==> src/rtl/mem_arb_pkg.sv <==
// Shared types for the imem/dmem memory-port arbiter: request/response
// messages, requester IDs and the grant selection helper.
package mem_arb_pkg;

    typedef enum logic {
        MEM_OP_READ  = 1'b0,
        MEM_OP_WRITE = 1'b1
    } mem_op_t;

    typedef struct packed {
        mem_op_t     op;
        logic [31:0] addr;
        logic [31:0] data;
    } mem_req_t;

    typedef struct packed {
        mem_op_t     op;
        logic [31:0] data;
    } mem_resp_t;

    typedef enum logic {
        REQ_IMEM = 1'b0,
        REQ_DMEM = 1'b1
    } req_id_t;

    localparam int ARB_MODE_RR    = 0;
    localparam int ARB_MODE_FIXED = 1;

    // With a lone candidate it simply wins; only a tie consults the policy.
    function automatic req_id_t pick_winner(
        input logic    imem_cand,
        input logic    dmem_cand,
        input req_id_t last_grant,
        input logic    dmem_priority
    );
        if (imem_cand && dmem_cand) begin
            if (dmem_priority) begin
                return REQ_DMEM;
            end
            return (last_grant == REQ_IMEM) ? REQ_DMEM : REQ_IMEM;
        end
        return dmem_cand ? REQ_DMEM : REQ_IMEM;
    endfunction

endpackage

==> src/rtl/mem_arb_route_fifo.sv <==
// In-order record of which requester issued each outstanding memory request;
// the head tells the arbiter where the next memory response belongs.
module mem_arb_route_fifo
    import mem_arb_pkg::*;
#(
    parameter int p_depth = 4,
    localparam int CNT_W  = $clog2(p_depth + 1),
    localparam int PTR_W  = (p_depth > 1) ? $clog2(p_depth) : 1
) (
    input  logic             clk,
    input  logic             rst,
    input  logic             push,
    input  logic             push_id,
    input  logic             pop,
    output logic             head_id,
    output logic             full,
    output logic             empty,
    output logic [CNT_W-1:0] count
);

    logic [p_depth-1:0] slots;
    logic [PTR_W-1:0]   wr_ptr;
    logic [PTR_W-1:0]   rd_ptr;
    logic               do_push;
    logic               do_pop;

    function automatic logic [PTR_W-1:0] next_ptr(input logic [PTR_W-1:0] ptr);
        return (ptr == PTR_W'(p_depth - 1)) ? '0 : ptr + PTR_W'(1);
    endfunction

    // Full/empty come from the registered count, so a same-cycle pop never
    // frees room for a push into a full FIFO.
    assign do_push = push & ~full;
    assign do_pop  = pop & ~empty;

    assign full    = (count == CNT_W'(p_depth));
    assign empty   = (count == '0);
    assign head_id = slots[rd_ptr];

    always_ff @(posedge clk or negedge rst) begin
        if (!rst) begin
            slots  <= '0;
            wr_ptr <= '0;
            rd_ptr <= '0;
            count  <= '0;
        end else begin
            if (do_push) begin
                slots[wr_ptr] <= push_id;
                wr_ptr        <= next_ptr(wr_ptr);
            end
            if (do_pop) begin
                rd_ptr <= next_ptr(rd_ptr);
            end
            case ({do_push, do_pop})
                2'b10:   count <= count + CNT_W'(1);
                2'b01:   count <= count - CNT_W'(1);
                default: count <= count;
            endcase
        end
    end

endmodule

==> src/rtl/mem_arbiter.sv <==
// Shares one memory port between instruction-fetch and data requesters and
// steers the in-order memory responses back to whoever issued each request.
module mem_arbiter
    import mem_arb_pkg::*;
#(
    parameter int p_max_in_flight = 4,
    parameter int p_arb_mode      = ARB_MODE_RR,
    localparam int CNT_W          = $clog2(p_max_in_flight + 1)
) (
    input  logic             clk,
    input  logic             rst,

    input  logic             imem_req_val,
    output logic             imem_req_rdy,
    input  mem_req_t         imem_req_msg,
    output logic             imem_resp_val,
    input  logic             imem_resp_rdy,
    output mem_resp_t        imem_resp_msg,

    input  logic             dmem_req_val,
    output logic             dmem_req_rdy,
    input  mem_req_t         dmem_req_msg,
    output logic             dmem_resp_val,
    input  logic             dmem_resp_rdy,
    output mem_resp_t        dmem_resp_msg,

    output logic             mem_req_val,
    input  logic             mem_req_rdy,
    output mem_req_t         mem_req_msg,
    input  logic             mem_resp_val,
    output logic             mem_resp_rdy,
    input  mem_resp_t        mem_resp_msg,

    output logic [CNT_W-1:0] in_flight,
    output logic             resp_err
);

    logic             fifo_full;
    logic             fifo_empty;
    logic             fifo_head;
    logic [CNT_W-1:0] fifo_count;

    req_id_t          last_grant;
    req_id_t          winner;
    req_id_t          head_id;
    logic             imem_cand;
    logic             dmem_cand;
    logic             req_fire;
    logic             resp_route;
    logic             resp_fire;

    // Gating on rst keeps every handshake output low while reset is held,
    // even with requesters already asserting valid.
    assign imem_cand = rst & imem_req_val & ~fifo_full;
    assign dmem_cand = rst & dmem_req_val & ~fifo_full;
    assign winner    = pick_winner(imem_cand, dmem_cand, last_grant,
                                   p_arb_mode == ARB_MODE_FIXED);

    assign mem_req_val  = imem_cand | dmem_cand;
    assign mem_req_msg  = (winner == REQ_DMEM) ? dmem_req_msg : imem_req_msg;
    assign imem_req_rdy = imem_cand & (winner == REQ_IMEM) & mem_req_rdy;
    assign dmem_req_rdy = dmem_cand & (winner == REQ_DMEM) & mem_req_rdy;
    assign req_fire     = mem_req_val & mem_req_rdy;

    assign head_id       = req_id_t'(fifo_head);
    assign resp_route    = rst & ~fifo_empty;
    assign imem_resp_val = resp_route & mem_resp_val & (head_id == REQ_IMEM);
    assign dmem_resp_val = resp_route & mem_resp_val & (head_id == REQ_DMEM);
    assign mem_resp_rdy  = resp_route &
                           ((head_id == REQ_IMEM) ? imem_resp_rdy : dmem_resp_rdy);
    assign resp_fire     = mem_resp_val & mem_resp_rdy;
    assign imem_resp_msg = mem_resp_msg;
    assign dmem_resp_msg = mem_resp_msg;
    assign in_flight     = fifo_count;

    mem_arb_route_fifo #(
        .p_depth (p_max_in_flight)
    ) u_route_fifo (
        .clk     (clk),
        .rst     (rst),
        .push    (req_fire),
        .push_id (winner == REQ_DMEM),
        .pop     (resp_fire),
        .head_id (fifo_head),
        .full    (fifo_full),
        .empty   (fifo_empty),
        .count   (fifo_count)
    );

    // Starting from dmem-last lets imem take the very first tie.
    always_ff @(posedge clk or negedge rst) begin
        if (!rst) begin
            last_grant <= REQ_DMEM;
        end else if (req_fire) begin
            last_grant <= winner;
        end
    end

    // A response with nothing outstanding means memory and arbiter disagree;
    // the flag stays up until the next reset.
    always_ff @(posedge clk or negedge rst) begin
        if (!rst) begin
            resp_err <= 1'b0;
        end else if (mem_resp_val && fifo_empty) begin
            resp_err <= 1'b1;
        end
    end

endmodule

==> config.mk <==
export PLATFORM = sky130hd
export DESIGN_NAME = mem_arbiter
export DESIGN_NICKNAME = d
export VERILOG_FILES = /design/src/rtl/mem_arb_pkg.sv /design/src/rtl/mem_arb_route_fifo.sv /design/src/rtl/mem_arbiter.sv
export SDC_FILE = /design/constraint.sdc
export NUM_CORES = 1
export LEC_CHECK = 0
export ABC_CLOCK_PERIOD_IN_PS = 3150
export BUFFER_PORTS_ARGS = -buffer_cell sky130_fd_sc_hd__buf_2
export CAP_MARGIN = 20
export CORE_AREA = 2 2 121 123
export CTS_CLUSTER_SIZE = 28
export DETAILED_ROUTE_END_ITERATION = 6
export DIE_AREA = 0 0 123 125
export SLEW_MARGIN = 20
export SYNTH_ARGS = -nofsm -noshare
export SYNTH_HDL_FRONTEND = slang
export SYNTH_SLANG_ARGS = --single-unit
==> constraint.sdc <==
create_clock -name clk -period 3.15 [get_ports clk]
set_input_delay 0.315 -clock clk [delete_from_list [all_inputs] [get_ports clk]]
set_output_delay 0.315 -clock clk [all_outputs]
set_load 0.01 [all_outputs]
======== Word-level counts from Yosys, hierarchy flattened ========
Index checks and enable logic that the tools add are counted.
Widths: inputs -> output; s select.
operators by class
  add/sub/neg operators ................... 4
  multiply operators ...................... 0
  div/mod/pow operators ................... 0
  magnitude comparators ................... 3
  eq/ne operators ......................... 5
  shifts and indexed selects .............. 0
  multiplexer cells ....................... 15
  bitwise operators ....................... 22
  reductions and logical operators ........ 5
operators with widths
  kind                 number
  $mux 65              1
  $and 1x1->1          17
  $mux 1               8
  $eq 2x2->1 const B   3
  $lt 2x3->1 const B   2
  $pmux 3 s2           1
  $add 2x1->2 const B  2
  $bwmux 4             1
  $mux 2               2
  $not 1->1            4
  $add 3x1->3 const B  1
  $eq 3x3->1 const B   1
  $logic_and 1x1->1    3
  $logic_not 3->1      1
  $sub 3x1->3 const B  1
  $bmux 1 s2           1
  $demux 1 s2          1
  $eq 2x1->1 const B   1
  $ge 2x1->1 const B   1
  $reduce_bool 2->1    1
  $or 1x1->1           1
storage, ports and cells
  register bits ........................... 13
  latch bits .............................. 0
  bits in writable memories ............... 0
  bits in read-only memories .............. 0
  input port bits ......................... 171
  output and inout bits ................... 141
  word-level logic and storage cells ...... 60
  memories kept ........................... 0

======== Depth between registers and ports, before layout ========
  word-level depth ........................ 9
  mapped depth ............................ 9
  gate-level depth less buffers ........... 9

======== By module ========
Synthesis repeated with hierarchy kept, for this count alone.
second synthesis, totals
  cell total of the unflattened synthesis .. 216
  area, all modules ....................... 2252.2 um^2
modules (own cells, without submodules)
  module              instances  cells an instance  area each (um^2)  sequential area each (um^2)
  mem_arbiter         1          159                1619.1            51.3
  mem_arb_route_fifo  1          57                 633.1             275.3

======== Worst setup path before layout ========
OpenSTA, ideal clock, no wires.
  path kind ............................... reg-to-reg
  from .................................... register u_route_fifo.rd_ptr[0]
  to ...................................... register u_route_fifo.count[2]
  setup time .............................. 0.080 ns
  arrival time ............................ 2.212 ns
  setup slack ............................. 0.858 ns
  stages on the path, launching flop included .. 10
  buffers on the path ..................... 0
  clock period less this slack ............ 2.292 ns
  path through ............................ dfrtp_1 -> mux4_2 -> mux2i_1 -> nor2_1 -> ha_1 -> inv_1 -> fa_1 -> xor2_1 -> nor2_1 -> xnor2_1
between the ends
  longest elaborated chain between the ends .. 8
  elaborated cells on any way between the ends .. 10
  classes of those cells .................. eq/ne (2); mux (4); bitwise (3); reduce/logical (1)
ends and longest elaborated chain
  element                                          RTL line                  RTL
  start: declaration                               mem_arb_route_fifo.sv:23  logic [PTR_W-1:0] rd_ptr;
  start signal: assignment                         mem_arb_route_fifo.sv:52  rd_ptr <= next_ptr(rd_ptr);
  $bmux 1 s2 *                                     mem_arb_route_fifo.sv:38  assign head_id = slots[rd_ptr];
  $mux 1 (not written as such) *                   mem_arb_route_fifo.sv:38
  $mux 1 *                                         mem_arbiter.sv:70         ((head_id == REQ_IMEM) ? imem_resp_rdy : dmem_resp_rdy);
  $and 1x1->1 *                                    mem_arbiter.sv:69         assign mem_resp_rdy = resp_route &
  $and 1x1->1 *                                    mem_arbiter.sv:71         assign resp_fire = mem_resp_val & mem_resp_rdy;
  $and 1x1->1 *                                    mem_arb_route_fifo.sv:34  assign do_pop = pop & ~empty;
  named net u_route_fifo.do_pop                    mem_arb_route_fifo.sv:25  logic do_pop;
  $eq 2x1->1 or $eq 2x2->1 (tied branches)         mem_arb_route_fifo.sv:54  case ({do_push, do_pop})
  $pmux 3 s2 or $reduce_bool 2->1 (tied branches)  -
  end signal: assignment                           mem_arb_route_fifo.sv:55  2'b10: count <= count + CNT_W'(1);
  end signal: assignment                           mem_arb_route_fifo.sv:56  2'b01: count <= count - CNT_W'(1);
  end signal: assignment                           mem_arb_route_fifo.sv:57  default: count <= count;
  end: declaration                                 mem_arb_route_fifo.sv:18  output logic [CNT_W-1:0] count
Mark *: on every way through the listed nets, which the timed path passes. The rest lies on a longest branch. The select of a mux whose other input is x is not followed.
A chain may end at the register's enable or synchronous reset.

==> qor.yml <==
clockRootBuffer: "clkbuf_16"
nets: 532
area_growth_pct: 43.2
synth_flop_cell: "dfrtp_1"
syn_inst: 208
vias: 1979
drive_gt1_share_pct: 62.9
first_global_vias: 1990
worstSkewPairLatency_ps: 250
rsz0062_at_grt: "no"
ys_seq_elements: 13
netlist_area_mm2: 0.00202
vdd_ir_drop_max_mv: 0.139
max-cap-violations: 0
antenna_found_initial: 0
async_flop_share_pct: 100
globalplace.congestion: 0.938
grt_max_degree: 71
hold_class: "primary input to register"
grt_overflow_total: 0
initial_utilization_pct: 14.2
grt_usage_pct: 9.01
htreeDepth: 1
finalMaxSlewViolations: 0
synth_area_per_cell_um2: 9.73
io_pins: 312
synth_seq_area_share_pct: 16.1
powerDensity_mw_per_mm2: 457
period_needed_ps: 2950
die_w_um: 123
n_antenna_cell: 0
syn_nets: 386
p_leak_nw: 1.51
cp-end-kind: "primary output"
postLayoutSetupSlackWorst_ps: 199
cts_tree: "done"
critPathRequiredTime_ps: 2830
numCtsBuffers: 3
worstSetupPathType: "primary input to primary output"
slew_headroom_pct: 63.8
drt_iter0_drc: 66
synthTopCellsByArea: "mux2_1, buf_4, dfrtp_1"
arrival_ps: 2640
finalCritPeriodShare_pct: 93.7
clock_skew_ps: 1.82
drcViolationCount: 0
place_ws_ps: 725
wire_per_inst_um: 13.9
rows: 44
start_kind: "primary input"
synth_edf_count: 0
cts_buffer_depth: 2
io_buffers: 212
wirelength_um: 7460
vias_per_cell: 3.69
clkTransAtPathRegs_ps: 40
grt_pass1_wl_um: 10500
die_area_mm2: 0.0154
finalSetupViolations: 0
fin_setup_tns_ps: 0
hold_viol: 0
synth_cell_type_count: 26
cp_max_fo: 70
detailedPlacementHpwl_um: 6550
synth_top_area_cell: "mux2_1"
tightest_slew_ps: 543
core_area_mm2: 0.0142
die_h_um: 125
status: "finished clean"
yosysWarnings: 0
antenna_left: 0
yosysTopAreaCellShare_pct: 39.5
clock.fmax_mhz: 339
cts_sinks: 13
first_pass_iters: 4
-- report_power, final --
group | internal (mW) | switching [mW]
Combinational | 0.378 | 0.376
Clock | 0.171 | 0.0749
Sequential | 0.253 | 0.0729
Total | 0.802 | 0.524
-- synth_stat cells, types with 6 or more instances --
| library cell | instances |
|---|---|
| dfrtp_1 | 12 |
| mux2_1 | 71 |
| ha_1 | 6 |
| nor2_1 | 7 |
| nand2_1 | 8 |
| inv_1 | 8 |
| buf_2 | 7 |
| buf_4 | 66 |
-- critical path: stages --
cell	delay, ps
dlygate4sd3_1	520
buf_2	320
inv_1	160
a21o_1	240
nor2_4	140
buf_12	290
mux2_1	400
buf_2	160
-- metrics by stage --
stage	std cells	power, mW	hold WS (ps)	instance area [um^2]	util, %
after floorplan	208	0.859	19.4	2020	-
after global placement	532	1.09	231	2810	19.8
after detailed placement	532	1.09	244	2810	19.8
after CTS	537	1.34	315	2900	20.4
after global routing	537	1.45	338	2900	20.4
final	537	1.33	315	2900	20.4
-- state kept, by name (all words and copies together) (netlist names) --
register,count
u_route_fifo.rd_ptr,2
u_route_fifo.wr_ptr,2
u_route_fifo.slots,4
last_grant,1
u_route_fifo.count,3
resp_err,1
-- what timing repair did --
item                                   CTS  global route
buffers inserted                         0             0
endpoints found under the hold margin   12             0
gates resized for setup                  0             0
hold buffers                             1             0
-- final timing paths --
path,startpoint,end,slack (ps),depth (start not counted)
max,rst,mem_req_msg[49],200,8
min,mem_resp_val,resp_err$_DFFE_PN0P_,320,2
max reg2reg,u_route_fifo.rd_ptr[0]$_DFFE_PN0P_,u_route_fifo.count[2]$_DFFE_PN0P_,730,9
min reg2reg,resp_err$_DFFE_PN0P_,resp_err$_DFFE_PN0P_,450,1
max in group asynchronous,rst,last_grant$_DFFE_PN1P_,2340,2
min in group asynchronous,rst,u_route_fifo.slots[2]$_DFFE_PN0P_,510,2
-- cell type report --
class | instances | area (um^2)
multi-input cells | 113 | 1140
flip-flops and latches | 13 | 327
clock buffers | 4 | 78.8
repair buffers | 214 | 1090
inverters | 9 | 33.8
well taps | 184 | 230
fillers | 1556 | 11300
-- kinds of logic after synthesis --
family	count (synthesis)	share of synthesized area, %
buf+inv	82	27.9
mux	74	41.6
simple gates	21	4.45
flops	13	16.1
compound gates	8	3.90
fa+ha+maj	7	4.70
xor+xnor	3	1.30
-- metal layers --
metal | GRT usage (%) | wire (um)
met5 | 0 | 0
met4 | 2.94 | 140
met3 | 3.74 | 922
met2 | 15.2 | 3520
met1 | 10.2 | 2880
-- placed cells by master, fill, tap and decap left out --
cell / count
xor2_1: 1
inv_1: 8
dfrtp_1: 12
xnor2_1: 2
mux2_1: 71
nor2_1: 7
a21o_1: 1
inv_2: 1
ha_1: 6
nor2b_1: 1
a2111oi_4: 1
o311ai_1: 1
dfstp_2: 1
nor2_2: 1
a31o_1: 1
mux2i_1: 2
dlygate4sd3_1: 1
mux4_2: 1
buf_12: 1
o21ai_1: 2
a211oi_1: 1
clkbuf_16: 3
nor2_4: 1
a22o_1: 1
nor3_1: 2
buf_2: 212
clkbuf_1: 1
nand3_1: 1
nand2_1: 8
fa_1: 1
Power figures use the tool's default switching activity.
